## src/rtl/fifo_param.sv

```systemverilog
// Parametrised single-clock FIFO with occupancy flags, registered ack/error
// handshakes and a status state machine reporting the previous cycle's operation.
module fifo_param #(
  parameter int unsigned DATA_WIDTH = 32,
  parameter int unsigned ADDR_WIDTH = 3,
  parameter int unsigned AF_LEVEL   = 6,
  parameter int unsigned AE_LEVEL   = 2
) (
  input  logic                  clk,
  input  logic                  reset_n,
  input  logic                  wr_en,
  input  logic [DATA_WIDTH-1:0] wr_data,
  input  logic                  rd_en,
  output logic [DATA_WIDTH-1:0] rd_data,
  output logic [ADDR_WIDTH:0]   data_count,
  output logic                  full,
  output logic                  empty,
  output logic                  almost_full,
  output logic                  almost_empty,
  output logic                  wr_ack,
  output logic                  wr_err,
  output logic                  rd_ack,
  output logic                  rd_err,
  output logic [2:0]            state
);

  localparam int unsigned DEPTH = 1 << ADDR_WIDTH;
  localparam int unsigned CNT_W = ADDR_WIDTH + 1;

  typedef enum logic [2:0] {
    ST_INIT     = 3'b000,
    ST_WRITE    = 3'b001,
    ST_READ     = 3'b010,
    ST_WR_ERROR = 3'b011,
    ST_RD_ERROR = 3'b100,
    ST_WR_RD    = 3'b101,
    ST_NO_OP    = 3'b111
  } state_t;

  logic [DATA_WIDTH-1:0] mem [DEPTH];
  logic [ADDR_WIDTH-1:0] wr_ptr;
  logic [ADDR_WIDTH-1:0] rd_ptr;
  state_t                state_q;
  logic                  wr_accept_c;
  logic                  rd_accept_c;

  // Flags decode the registered occupancy count
  assign full         = (data_count == CNT_W'(DEPTH));
  assign empty        = (data_count == '0);
  assign almost_full  = (data_count >= CNT_W'(AF_LEVEL));
  assign almost_empty = (data_count <= CNT_W'(AE_LEVEL));
  assign state        = state_q;

  // A read frees a slot in the same cycle, so a full FIFO still takes a write alongside it
  assign rd_accept_c = rd_en & ~empty;
  assign wr_accept_c = wr_en & (~full | rd_accept_c);

  // Storage is intentionally left out of reset
  always_ff @(posedge clk) begin
    if (wr_accept_c) begin
      mem[wr_ptr] <= wr_data;
    end
  end

  always_ff @(posedge clk or negedge reset_n) begin
    if (!reset_n) begin
      wr_ptr     <= '0;
      rd_ptr     <= '0;
      data_count <= '0;
      rd_data    <= '0;
    end else begin
      if (wr_accept_c) begin
        wr_ptr <= wr_ptr + ADDR_WIDTH'(1);
      end
      if (rd_accept_c) begin
        rd_ptr  <= rd_ptr + ADDR_WIDTH'(1);
        rd_data <= mem[rd_ptr];
      end
      case ({wr_accept_c, rd_accept_c})
        2'b10:   data_count <= data_count + CNT_W'(1);
        2'b01:   data_count <= data_count - CNT_W'(1);
        default: data_count <= data_count;
      endcase
    end
  end

  // Handshakes and status reflect the requests seen at this edge
  always_ff @(posedge clk or negedge reset_n) begin
    if (!reset_n) begin
      wr_ack  <= 1'b0;
      wr_err  <= 1'b0;
      rd_ack  <= 1'b0;
      rd_err  <= 1'b0;
      state_q <= ST_INIT;
    end else begin
      wr_ack <= wr_en & wr_accept_c;
      wr_err <= wr_en & ~wr_accept_c;
      rd_ack <= rd_en & rd_accept_c;
      rd_err <= rd_en & ~rd_accept_c;

      if (wr_en && rd_en && !empty) begin
        state_q <= ST_WR_RD;
      end else if (wr_en && rd_en) begin
        state_q <= ST_RD_ERROR;
      end else if (wr_en && full) begin
        state_q <= ST_WR_ERROR;
      end else if (wr_en) begin
        state_q <= ST_WRITE;
      end else if (rd_en && empty) begin
        state_q <= ST_RD_ERROR;
      end else if (rd_en) begin
        state_q <= ST_READ;
      end else if (state_q == ST_INIT) begin
        state_q <= ST_INIT;
      end else begin
        state_q <= ST_NO_OP;
      end
    end
  end

endmodule

```

## config.mk

```make
export PLATFORM = sky130hd
export DESIGN_NAME = fifo_param
export DESIGN_NICKNAME = d
export VERILOG_FILES = /design/src/rtl/fifo_param.sv
export SDC_FILE = /design/constraint.sdc
export NUM_CORES = 1
export LEC_CHECK = 0
export CAP_MARGIN = 20
export CORE_AREA = 2 2 145 147
export CTS_BUF_LIST = sky130_fd_sc_hd__clkbuf_8
export DETAILED_ROUTE_END_ITERATION = 8
export DIE_AREA = 0 0 147 149
export DONT_BUFFER_PORTS = 1
export GPL_TIMING_DRIVEN = 0
export PLACE_DENSITY = 0.8
export SYNTH_ARGS = -nofsm -noshare
export SYNTH_HDL_FRONTEND = slang
export SYNTH_SLANG_ARGS = --single-unit
export TNS_END_PERCENT = 20
```

## constraint.sdc

```tcl
create_clock -name clk -period 4.5 [get_ports clk]
set_input_delay 0.9 -clock clk [delete_from_list [all_inputs] [get_ports clk]]
set_output_delay 0.9 -clock clk [all_outputs]
set_load 0.02 [all_outputs]
```

==> flow_summary.ini, run 1 <==
[grt]
grt_overflow_total = 0
antenna_found_initial = 0
grt_max_degree = 50
grt_pass1_wl_um = 38000
track_usage_pct = 23.1
grt_pass1_vias = 6732

[logic_synthesis]
synth_area_per_cell_um2 = 17.6
ys_seq_area_share_pct = 75.5
ys_async_sr_fraction_pct = 16.1
synthFlopType = edfxtp_1
synthCells = 671
yosys_warnings = 0
synthesis.nets = 710
synth_seq_cells = 305
synth_area_mm2 = 0.0118
synth_edf_count = 256
ys_types = 43

[critical_path]
critPathKind = flip-flop to flip-flop
cp_max_fo = 9
crit_arrival_ns = 3.08
cp-end-kind = flip-flop
crit_path_start_kind = flip-flop
crit_required_ns = 4.75
startpoint = data_count[3]
rr_startpoint = data_count[3]

[sta]
holdWs_ns = 0.0416
fin_skew_ns = 0.0155
fmax_mhz = 353
setup_viol = 0
hold_viol = 0
final.min_clock_period_ns = 2.83
slew_violations = 0
min_period_over_period_pct = 62.9
rsz0062_at_grt = false
maxSlewHeadroom_pct = 36.2
worst_slew_pin_slew_ns = 0.951

[clock_network]
ctsHoldBuffers = 0
cts_repair_resize_count = 0
post_cts_buffers = 0
cts.clk_slew.worst_paths_ns = 0.07
cts_tree = done
clkLatencyLatePin_ns = 0.55
cts_max_level = 2
cts_made_buffers = 47
cts_buffer_depth = 3
clock-root-buffer = clkbuf_8
cts.sinks = 305

[final_layout]
drive_above_1_share_pct = 24.4
syn2layout_area_growth_pct = 13.5
layout_commonest_cell = edfxtp_1
fillers = 1400
final_net_count = 777
diodes = 0
mostFrequentLayoutCells = edfxtp_1 (256), mux2i_1 (64), mux2_2 (64)
utilization_pct = 65.1

[power]
p_per_area_mw_per_mm2 = 662
p_leak_nw = 4.81
ir_worst_vdd_uv = 310

[flow_run]
drv_cap = 0

[die]
initial_core_util_pct = 57.4
coreArea_mm2 = 0.0206
dieWidth_um = 147
die_y_um = 149
row_count = 53
die-area_mm2 = 0.0219
boundaryPins = 83

[route]
drt_iter0_markers = 591
detail_route.wl_per_cell_um = 23.8
drc = 0
ant_nets = 0
finalWirelength_um = 25000
vias = 6310
post_drt_via_cell_ratio = 6.01
first_pass_iters = 6

[place]
io_buffers = 0
globalplace.congestion = 0.789
hpwl_um = 15900

[min_path]
hp-class = input pin to async pin

[status]
status = finished clean
## layer usage
layer / track usage (%) / vias to the layer above / wire length (µm)
met4: 8.22 / 0 / 560
met5: 0 / - / 0
li1: - / 2778 / -
met1: 28.7 / 3202 / 9700
met2: 39.4 / 283 / 12500
met3: 6.57 / 47 / 2160
## logic make-up after synthesis
kind of cell               share of synthesized area [%]
AOI/OAI and AO/OA                                   6.74
and+or+nand+nor                                     3.10
adders and majority gates                          0.318
xor gates and xnor gates                           0.445
buffers and inverters                               2.31
muxes                                               11.5
DFF                                                 75.5
## worst max-delay path, stage by stage (launching register included)
cell	delay [ns]
dfrtp_1	0.45
clkbuf_2	0.20
or4b_4	0.27
o21ai_4	0.11
inv_2	0.11
nand2_1	0.20
nor3_2	0.76
buf_8	0.24
buf_6	0.16
## state kept, by name (all words and copies together), names as in the netlist
register and cells:
data_count 4, wr_ptr 3, rd_err 1, wr_ack 1, rd_ack 1, state 3, rd_ptr 3, rd_data 32
mem 256, wr_err 1
## cell type report
| class | instances | area, µm² | share of cell area (%) |
|---|---|---|---|
| Buffer | 39 | 256 | 1.92 |
| Clock inverter | 29 | 145 | 1.08 |
| Timing Repair Buffer | 18 | 259 | 1.93 |
| Multi-Input combinational cell | 324 | 2670 | 19.9 |
| Clock buffer | 57 | 785 | 5.86 |
| Sequential cell | 305 | 8910 | 66.6 |
| Tap cell | 275 | 344 | 2.57 |
| Inverter | 3 | 16.3 | 0.121 |
## final timing paths
check                             end  slack [ns]  cells past startpoint
min reg2reg                 rd_ptr[2]        0.57                      1
min in group clk           mem[5][18]        0.44                      0
max reg2reg                mem[1][11]        1.67                      8
max in group asynchronous  rd_data[9]        4.33                      0
min                            rd_err        0.04                      0
max                        mem[1][11]        1.67                      8
## power by group
part	leakage, nW	internal [W]	switching, W
Combinational	1.35	0.00108	0.00144
Clock	0.542	0.00120	0.00103
Sequential	2.92	0.00363	0.000482
## synth_stat cells, drive strengths merged (2+ instances only)
cell / n / area [µm²]
edfxtp: 256 / 7690
mux2: 64 / 721
mux2i: 64 / 641
dfrtp: 49 / 1230
nand2: 44 / 165
o21ai: 34 / 181
o22ai: 34 / 213
a221o: 32 / 320
buf: 23 / 183
clkbuf: 16 / 73.8
nor2: 12 / 47.6
nand2b: 7 / 43.8
nor3: 5 / 25.0
xnor2: 5 / 43.8
nor4: 4 / 40.0
ha: 3 / 37.5
a211oi: 2 / 20.0
a21oi: 2 / 10.0
inv: 2 / 7.50
## through the flow
step           std cells  power, W  cell area, µm²  TNS, ns  worst slack (ns)
6_report            1050   0.00886           13400        0              1.67
3_3_place_gp         946   0.00648           12100  -206.40             -1.65
4_1_cts             1050   0.00892           13400        0              1.64
5_1_grt             1050   0.00924           13400        0              1.52
2_1_floorplan        671   0.00586           11800        0             0.483
3_5_place_dp         964   0.00670           12500        0              1.44
No activity file was read; power rests on OpenSTA's default activity.
==> run 2, diff against run 1 <==
- clock period: 4.5 -> 2.3 ns (I/O delays scaled with it)
==> run 2 against run 1 <==
  * The flow now finishes with violations (negative setup slack)
  * Register-to-register slack got worse by 1.8 ns
  * Routed wire length rose by 5.0%
  * Critical path depth did not move
  * Design area rose by 4.8%
  * Largest power group unchanged
==> flow_summary.ini, run 2 (synthesized netlist as in run 1, its figures left out) <==
[status]
status = complete, but fails checks
violations = negative setup slack

[flow_run]
drv_cap = 0

[clock_network]
cts.clk_slew.worst_paths_ns = 0.06
clock-root-buffer = clkbuf_8
clkLatencyLatePin_ns = 0.57
cts_tree = done
cts_made_buffers = 47
cts_buffer_depth = 3
cts_max_level = 2
cts.sinks = 305

[critical_path]
critPathKind = flip-flop to flip-flop
crit_arrival_ns = 2.87
crit_buf_inv = 1
r2r_end = data_count[2]
path_cells = buf_6 -> nor4_4 -> nor2_2 -> xor2_1 -> ha_2 -> and4_1 -> a211oi_2 -> xnor2_1
critPathTopFamily = simple AND/OR/NAND/NOR gates
cp-end-kind = flip-flop
cpPeakStageDelay_ns = 0.66
cp_num_cells = 8
cp_max_fo = 5
crit_required_ns = 2.78
crit_path_start_kind = flip-flop
r2r_setup_slack_ns = -0.08
cpMaxStageDelayCell = nor4_4
reg2regPathDepth = 8
rr_startpoint = data_count[2]

[grt]
antenna_found_initial = 0
track_usage_pct = 23.9
grt_pass1_wl_um = 39100
grt_overflow_total = 0
grt_pass1_vias = 6792
grt_max_degree = 50

[final_layout]
final_net_count = 823
layout_commonest_cell = edfxtp_1
diodes = 0
regMostFlops = mem
syn2layout_area_growth_pct = 19.0
mostFrequentLayoutCells = edfxtp_1 (256), mux2i_1 (64), mux2_2 (64)
multi_input_area_mm2 = 0.00274
largest_register_ffs = 256
fillers = 1316
top_regs = mem: 256 flops, rd_data: 32 flops, data_count: 4 flops
seq_area_mm2 = 0.00892
drive_above_1_share_pct = 24.9
final_cells = 1097
finalInstanceArea_mm2 = 0.0140

[route]
finalWirelength_um = 26200
vias = 6542
first_pass_iters = 7
drc = 0
ant_nets = 0
post_drt_via_cell_ratio = 5.96
drt_iter0_markers = 677
detail_route.wl_per_cell_um = 23.9

[min_path]
holdCritStartpoint = rd_en
hold_path_end = state[0]
hold_depth = 2
hp-class = input pin to flip-flop

[sta]
fin_ws_ns = -0.0832
worst_slew_pin_slew_ns = 0.754
maxSlewHeadroom_pct = 49.7
fin_skew_ns = 0.0307
hold_viol = 0
slew_violations = 0
fmax_mhz = 420
final.min_clock_period_ns = 2.38
rsz0062_at_grt = true
min_period_over_period_pct = 104
setup_viol = 3

[place]
dp.cells = 960
postPlaceCellArea_mm2 = 0.0126
globalplace.congestion = 0.775
io_buffers = 0
hpwl_um = 15600

[die]
dieWidth_um = 147
die_y_um = 149
initial_core_util_pct = 57.4
die-area_mm2 = 0.0219
row_count = 53
boundaryPins = 83
coreArea_mm2 = 0.0206

[power]
p_total_w = 0.0177
ir_worst_vdd_uv = 627
p_per_area_mw_per_mm2 = 1260
p_leak_nw = 5.08
[run 2: changes by cell type in the layout (fill, tap and decap cells not counted), moves of 5 or more]
| cell | delta |
|---|---|
| buf_16 | +8 |
| buf_4 | +8 |
| inv_1 | +8 |
| buf_12 | +6 |
| dlygate4sd3_1 | +33 |
| buf_6 | -5 |
[run 2: metal layers]
layer	part of all wire [%]	routed length [µm]	global-route usage (%)
met1	40	10400	31.1
met2	50	13100	40.3
met3	8.3	2180	5.32
met4	2.1	550	8.08
met5	0	0	0
[run 2: report_power, final]
part	internal [W]	switching, W
sequential	0.00709	0.000987
combinational	0.00239	0.00305
clock	0.00217	0.00202
total	0.0117	0.00606
[run 2: what timing repair did]
item	CTS	global route
setup endpoints to repair	202	105
pin swaps	10	5
hold buffers	34	0
setup buffers	10	5
endpoints found under the hold margin	305	0
cloned	1	0
resized for setup	7	3
[run 2: worst max-delay path by stage]
stage	from	end	slack [ns]
after floorplan	data_count[3]	mem[6][0]	-0.37
after global placement	data_count[0]	mem[2][16]	-1.70
after detailed placement	data_count[1]	data_count[2]	-0.39
after CTS	data_count[3]	data_count[2]	-0.15
after global routing	data_count[2]	data_count[2]	-0.20
final	data_count[2]	data_count[2]	-0.08
[run 2: cell type report]
type | instances | area share [%]
Timing Repair Buffer | 63 | 6.14
Multi-Input combinational cell | 325 | 19.5
Tap cell | 275 | 2.45
Clock buffer | 55 | 5.39
Clock inverter | 32 | 0.927
Buffer | 39 | 1.93
Sequential cell | 305 | 63.5
Inverter | 3 | 0.116
[run 2: through the flow]
step / setup slack (ns) / setup TNS, ns / utilization (%) / hold slack, ns
3_3_place_gp: -1.70 / -309.73 / 59.4 / 0.166
3_5_place_dp: -0.385 / -25.86 / 61.1 / 0.166
5_1_grt: -0.204 / -3.39 / 68.3 / 0.159
6_report: -0.0832 / -0.133 / 68.3 / 0.166
2_1_floorplan: -0.372 / -54.03 / - / 0.164
4_1_cts: -0.148 / -0.379 / 68.0 / 0.149
